[src/rtl/uop_bist_pkg.sv]
// Shared types and helpers for the exhaustive XNOR-gate BIST.
package uop_bist_pkg;

  typedef enum logic [1:0] {IDLE, RUN, DRAIN, DONE} bist_state_t;

  localparam int unsigned MAX_N = 16;

  // Zero-extension leaves parity unchanged, so one fixed width serves every N.
  function automatic logic xnor_reduce(input logic [MAX_N-1:0] v);
    return ~^v;
  endfunction

endpackage

[src/rtl/uop_delay_line.sv]
// D-stage register delay line with async clear; D=0 is a plain wire.
module uop_delay_line #(
  parameter int unsigned W = 1,
  parameter int unsigned D = 1
) (
  input  logic         clk,
  input  logic         rst_n,
  input  logic [W-1:0] d,
  output logic [W-1:0] q
);

  if (D == 0) begin : g_wire
    logic unused_clk_rst;
    assign unused_clk_rst = clk ^ rst_n;
    assign q = d;
  end else begin : g_pipe
    logic [W-1:0] stage [D];

    always_ff @(posedge clk or negedge rst_n) begin
      if (!rst_n) begin
        for (int unsigned i = 0; i < D; i++) stage[i] <= '0;
      end else begin
        stage[0] <= d;
        for (int unsigned i = 1; i < D; i++) stage[i] <= stage[i-1];
      end
    end

    assign q = stage[D-1];
  end

endmodule

[src/rtl/uop_xnor_bist.sv]
// Exhaustive self-checking tester for an N-input XNOR gate with programmable DUT latency.
module uop_xnor_bist
  import uop_bist_pkg::*;
#(
  parameter int unsigned N    = 2,
  parameter int unsigned LAT  = 0,
  parameter int unsigned ERRW = 8
) (
  input  logic            clk,
  input  logic            rst_n,
  input  logic            start,
  output logic [N-1:0]    stim,
  input  logic            dut_y,
  output logic            busy,
  output logic            done,
  output logic            pass,
  output logic [ERRW-1:0] err_count,
  output logic            fail_valid,
  output logic [N-1:0]    first_fail
);

  localparam int unsigned LW         = N + 2;
  localparam int unsigned DW         = (LAT > 1) ? $clog2(LAT) : 1;
  localparam int unsigned DRAIN_LAST = (LAT > 0) ? LAT - 1 : 0;

  bist_state_t   state_q, state_d;
  logic [N-1:0]  pat_q;
  logic [DW-1:0] drain_q;
  logic [LW-1:0] dl_in, dl_out;
  logic          last_pat_c, restart_c, mismatch_c;
  logic          dl_valid, dl_exp;
  logic [N-1:0]  dl_pat;

  assign last_pat_c = (pat_q == '1);
  assign restart_c  = start && (state_q == IDLE || state_q == DONE);

  always_ff @(posedge clk or negedge rst_n) begin
    if (!rst_n) state_q <= IDLE;
    else        state_q <= state_d;
  end

  always_comb begin
    state_d = state_q;
    case (state_q)
      IDLE:    if (start) state_d = RUN;
      RUN:     if (last_pat_c) state_d = (LAT > 0) ? DRAIN : DONE;
      DRAIN:   if (drain_q == DW'(DRAIN_LAST)) state_d = DONE;
      DONE:    if (start) state_d = RUN;
      default: state_d = IDLE;
    endcase
  end

  // Pattern counter wraps back to 0 on the last pattern, so stim is 0 outside RUN.
  always_ff @(posedge clk or negedge rst_n) begin
    if (!rst_n)                pat_q <= '0;
    else if (state_q == RUN)   pat_q <= pat_q + N'(1);
  end

  always_ff @(posedge clk or negedge rst_n) begin
    if (!rst_n)                drain_q <= '0;
    else if (state_q == DRAIN) drain_q <= drain_q + DW'(1);
    else                       drain_q <= '0;
  end

  always_ff @(posedge clk or negedge rst_n) begin
    if (!rst_n) begin
      busy <= 1'b0;
      done <= 1'b0;
    end else begin
      busy <= (state_d == RUN) || (state_d == DRAIN);
      done <= (state_d == DONE);
    end
  end

  // Expected value and pattern travel alongside the DUT's own latency.
  assign dl_in = {state_q == RUN, xnor_reduce(MAX_N'(pat_q)), pat_q};

  uop_delay_line #(
    .W (LW),
    .D (LAT)
  ) u_delay (
    .clk   (clk),
    .rst_n (rst_n),
    .d     (dl_in),
    .q     (dl_out)
  );

  assign dl_valid   = dl_out[N+1];
  assign dl_exp     = dl_out[N];
  assign dl_pat     = dl_out[N-1:0];
  assign mismatch_c = dl_valid && (dut_y != dl_exp);

  always_ff @(posedge clk or negedge rst_n) begin
    if (!rst_n) begin
      err_count  <= '0;
      fail_valid <= 1'b0;
      first_fail <= '0;
    end else if (state_q == IDLE || restart_c) begin
      err_count  <= '0;
      fail_valid <= 1'b0;
      first_fail <= '0;
    end else if (mismatch_c) begin
      if (err_count != '1) err_count <= err_count + ERRW'(1);
      if (!fail_valid) begin
        fail_valid <= 1'b1;
        first_fail <= dl_pat;
      end
    end
  end

  assign stim = pat_q;
  assign pass = done && (err_count == '0);

endmodule

[config.mk]
export PLATFORM = sky130hd
export DESIGN_NAME = uop_xnor_bist
export DESIGN_NICKNAME = d
export VERILOG_FILES = /design/src/rtl/uop_bist_pkg.sv /design/src/rtl/uop_delay_line.sv /design/src/rtl/uop_xnor_bist.sv
export SDC_FILE = /design/constraint.sdc
export NUM_CORES = 1
export LEC_CHECK = 0
export CORE_ASPECT_RATIO = 1.2
export CORE_MARGIN = 2
export CORE_UTILIZATION = 40
export CTS_BUF_LIST = sky130_fd_sc_hd__clkbuf_16
export CTS_CLUSTER_SIZE = 28
export DETAILED_ROUTE_END_ITERATION = 8
export PLACE_DENSITY_LB_ADDON = 0.12
export SYNTH_ARGS = -nofsm -noshare
export SYNTH_HDL_FRONTEND = slang
export SYNTH_SLANG_ARGS = --single-unit
[constraint.sdc]
create_clock -name clk -period 2.3 [get_ports clk]
set_input_delay 0.46 -clock clk [delete_from_list [all_inputs] [get_ports clk]]
set_output_delay 0.46 -clock clk [all_outputs]
set_load 0.01 [all_outputs]
== Word-level counts from Yosys, hierarchy flattened ==
Index checks and enable logic that the tools add are counted.

* Register bits after elaboration: 18
* Word-level logic and storage cells: 48
* Output and inout port bits: 16
* Input port bits: 4

* Add/sub/neg operators: 3
* Reduce and logical (&&, ||, !) cells: 14
* Mux-type cells: 13
* Eq/ne operators: 10

{| class="wikitable"
|+ Operator list
! operator !! number
|-
| 8-bit two-way mux || 3
|-
| 16-bit XNOR reduction || 1
|-
| 2-bit two-way mux || 6
|-
| 2-bit == test, second input constant || 5
|-
| 8-bit by 1-bit adder with 8-bit output, second input constant || 1
|-
| 8-bit zero test || 1
|-
| 8-bit inequality test, second input constant || 1
|-
| 2-bit case mux with 3 select lines || 1
|-
| 2-bit by 1-bit == test with 1-bit output, second input constant || 2
|-
| 2-bit AND reduction || 2
|-
| 2-bit nonzero test || 2
|-
| 1-bit logical AND || 3
|-
| 1-bit logical OR || 3
|-
| 1-bit two-way mux || 3
|-
| 2-bit by 1-bit adder with 2-bit output, second input constant || 1
|-
| 2-bit zero test || 1
|-
| 2-bit by 1-bit inequality test with 1-bit output, second input constant || 1
|-
| 2-bit OR reduction || 1
|-
| 1-bit adder, second input constant || 1
|-
| 1-bit inequality test || 1
|}

== Longest topological paths before layout ==
Gate-level depths: netlist of run 1.

* Depth in word-level cells: 6
* Gate-level depth with buffers: 7
* Mapped depth without buffers: 7

== Cells and area by module ==
From an unflattened synthesis of run 1, not the netlist that was laid out.

* Cells, all modules: 105
* Area, all modules: 1021.0 um2

{| class="wikitable"
|+ By module, submodules not included
! module !! instances !! area each (um2) !! cells an instance
|-
| uop_xnor_bist || 1 || 991.0 || 101
|-
| uop_delay_line || 1 || 30.0 || 4
|}

== Worst setup path after synthesis of run 1 ==
Ideal clock, no wire load.

* Path type: flip-flop to flip-flop
* Start: register pat_q[0] (netlist: stim[0])
* End: register err_count[3]
* Arrival time: 1.605 ns
* Cell stages (with the launch flop): 6
* Buffers on the path: 0
* Path slack: 0.617 ns
* Data required time: 2.222 ns
* Path through: dfrtp_1 -> ha_1 -> xnor2_2 -> nand2_2 -> or3_1 -> a21oi_1

* Cells in the longest elaborated chain, start to end: 5

{| class="wikitable"
|+ RTL lines
! what !! line !! source
|-
| start, declared || uop_xnor_bist.sv:27 || <nowiki>logic [N-1:0] pat_q;</nowiki>
|-
| start signal, assigned || uop_xnor_bist.sv:56 || <nowiki>else if (state_q == RUN) pat_q <= pat_q + N'(1);</nowiki>
|-
| 16-bit XNOR reduction || uop_bist_pkg.sv:10 || <nowiki>return ~^v;</nowiki>
|-
| 1-bit inequality test || uop_xnor_bist.sv:91 || <nowiki>assign mismatch_c = dl_valid && (dut_y != dl_exp);</nowiki>
|-
| 1-bit logical AND || uop_xnor_bist.sv:91 ||
|-
| 2-bit nonzero test (no source line) || - ||
|-
| 2-bit AND reduction (no source line) || - ||
|-
| end signal, assigned || uop_xnor_bist.sv:103 || <nowiki>if (err_count != '1) err_count <= err_count + ERRW'(1);</nowiki>
|-
| end, declared || uop_xnor_bist.sv:17 || <nowiki>output logic [ERRW-1:0] err_count,</nowiki>
|}

Every way passes these cells.
A chain may end at the register's enable or synchronous reset.

== Worst setup path after layout of run 1 ==
* Start: register err_count[5]
* End: output port pass

* Cells in the longest elaborated chain, start to end: 2

{| class="wikitable"
|+ RTL lines
! what !! line !! source
|-
| 8-bit zero test || uop_xnor_bist.sv:112 || <nowiki>assign pass = done && (err_count == '0);</nowiki>
|-
| 1-bit logical AND || uop_xnor_bist.sv:112 ||
|-
| end, declared || uop_xnor_bist.sv:16 || <nowiki>output logic pass,</nowiki>
|}

Every way passes these cells.

==> results of run 1 <==
[timing repair]
| action | in CTS | in global routing |
|---|---|---|
| hold endpoints to repair | 0 | 0 |
| hold buffers | 0 | 0 |
| gates resized for setup | 0 | 1 |
| buffers inserted | 0 | 1 |
| endpoints found under the setup margin | 0 | 1 |
[critical path: stages (launching register included)]
cell and delay (ns):
dfrtp_1 0.47, nor4_2 0.28, and4_1 0.22, clkdlybuf4s50_1 0.53
[power groups by stage]
| stage | registers [mW] | clock network (mW) | logic, mW |
|---|---|---|---|
| after detailed placement | 0.499 | 0 | 0.820 |
| final | 0.491 | 0.354 | 0.817 |
| after CTS | 0.493 | 0.368 | 0.822 |
| after floorplan | 0.515 | 0 | 0.501 |
| after global placement | 0.496 | 0 | 0.807 |
| after global routing | 0.504 | 0.380 | 0.917 |
[Yosys cell counts]
cell type	count
and3_1	1
and2_4	1
nor3_1	1
xnor2_1	2
o211ai_1	2
nand3_1	4
ha_1	9
inv_1	8
a21o_1	1
or3_1	1
nand3b_1	1
nand4_1	3
buf_2	1
o41ai_1	1
nor2_1	8
nor4_1	1
nand2_1	6
xor2_1	1
a211oi_1	2
nand2_2	1
dfrtp_1	18
mux2_2	1
xnor2_2	1
o21ai_0	7
o211ai_2	1
mux2i_1	3
o21a_1	1
a21oi_1	6
nand2b_1	1
and4bb_2	1
and4_1	1
nor2b_1	2
[per-layer routing]
layer  global-route usage [%]  wire length (um)  vias up
li1                         -                 -      394
met1                     20.1               915      384
met2                     26.3              1000       19
met3                     3.81                96        7
met4                     9.52                74        0
met5                        0                 0        -
[layout make-up]
cell class                 count  area, um2
inverter                       8       30.0
multi-input combinational     71        512
sequential                    18        450
timing repair buffer          22        213
fill                         238       1010
clock buffer                   3       75.1
clock inverter                 1       3.75
tap                           31       38.8
[registers in the layout, summed over array words and instances, names as in the netlist]
name	count
err_count	8
first_fail	2
state_q	2
stim	2
busy	1
done	1
drain_q	1
fail_valid	1
[cells by family after synthesis]
family	share of synthesized area (%)
compound gates	13.3
xor+xnor	4.29
fa+ha+maj	11.4
buf+inv	3.53
flops	45.5
mux	4.17
simple gates	17.9
[worst paths after layout]
check                              from           end  slack (ns)  depth (start not counted)
max                        err_count[5]          pass        0.08                          3
min                             drain_q       drain_q        0.42                          1
max reg2reg                     stim[0]  err_count[7]        0.53                          5
min reg2reg                     drain_q       drain_q        0.42                          1
max in group asynchronous         rst_n       drain_q        1.56                          2
min in group asynchronous         rst_n  err_count[0]        0.53                          2
[metrics by stage]
step | utilization [%] | setup TNS, ns
3_5_place_dp | 52.8 | 0
3_3_place_gp | 52.8 | 0
5_1_grt | 56.8 | -0.00508
4_1_cts | 56.2 | 0
6_report | 56.8 | 0
2_1_floorplan | - | 0
==> impl_metrics.yaml, run 1 <==
status:
  status: "finished, final reports clean"
detailed_routing:
  wl_per_cell_um: 13.6
  first_iter_violations: 18
  antenna_left: 0
  drt-vias-per-instance: 5.22
  vias: 804
  drc: 0
  wl_um: 2090
  firstDrtPassIters: 4
setup_path:
  cp_max_fo: 7
  crit_arrival_ns: 1.76
  critPathCaptureType: "primary output"
  critPathLaunchType: "register"
  crit_type: "register to primary output"
  worstPathRequired_ns: 1.84
cells_and_area:
  fin_area_um2: 1320
  drive_gt1_share_pct: 10.6
  mostFrequentLayoutCells: "clkdlybuf4s50_1, dfrtp_1, ha_1"
  instances_no_fill: 154
  synthToLayoutAreaGrowth_pct: 33.5
  final_common_cell: "clkdlybuf4s50_1"
  antenna-diode-count: 0
  nNetsFinal: 137
clocking:
  cts_sinks: 18
  numCtsBuffers: 3
  clockBufferDepth: 2
  cts_root_buf: "clkbuf_16"
  path_clk_slew_ns: 0.05
  clk-insertion-delay-late_ns: 0.25
  cts_tree: "built"
  htreeDepth: 1
yosys:
  syn_area_per_cell_um2: 10.1
  synthTopCellsByArea: "dfrtp_1, ha_1, o21ai_0, a21oi_1, mux2i_1"
  synth_top_area_share_pct: 45.5
  yosysUniqueCellTypes: 32
  syn_nets: 111
  synthCells: 98
  synth_area_um2: 991
  yosysWarnings: 0
  ys_ff_latch: 18
  ys_seq_area_share_pct: 45.5
  yosys.area.top_type: "dfrtp_1"
timing:
  timing.fmax_ghz: 0.451
  fin_ws_ns: 0.0812
  setup_viol: 0
  hold_violations: 0
  fin_skew_ns: 0.00344
  timing.hold.ws_ns: 0.418
  relSlewSlack_pct: 79.7
  worstMarginPinSlew_ns: 0.304
  timing.final.crit_share_pct: 96.5
  period_needed_ns: 2.22
  maxSlewViolCount: 0
power_and_ir_drop:
  netSwitchingFraction_pct: 37.7
  p_clk_share_pct: 21.3
  p_int_mw: 1.03
  pwr-share-seq_pct: 29.5
  switching_power_mw: 0.627
  power.total_mw: 1.66
  combinationalPowerShare_pct: 49.2
  leakage_nw: 0.581
  ir_worst_vdd_mv: 0.879
  power.density_nw_per_um2: 1260
floorplanning:
  row_count: 19
  io_pins: 20
  dieArea_um2: 2890
  die_h_um: 58.5
  coreArea_um2: 2330
  initial_core_util_pct: 42.5
  die_w_um: 49.4
grt:
  grt_pass1_vias: 758
  antenna_found_initial: 0
  grtUsageTotal_pct: 16.3
  grt_max_degree: 19
  globalRouteOverflowTotal: 0
  grt_pass1_wl_um: 3490
placement:
  globalplace.congestion: 0.903
  portBuffers: 19
  place_area_um2: 1230
  hpwlAfterDp_um: 1510
  pre_cts_slack_ns: 0.351
  dp_cells: 149
job:
  drv_cap: 0
worst_hold_path:
  hp-class: "register to register"
No activity file was read; power rests on OpenSTA's default activity.
==> inputs of run 2 (changes only) <==
--- a/config.mk
+++ b/config.mk
@@ -5,6 +5,7 @@
 export SDC_FILE = /design/constraint.sdc
 export NUM_CORES = 1
 export LEC_CHECK = 0
+export CAP_MARGIN = 20
 export CORE_ASPECT_RATIO = 1.2
 export CORE_MARGIN = 2
 export CORE_UTILIZATION = 40
==> results of run 2 <==
Final layout, timing and power as in run 1 (identical DEF).
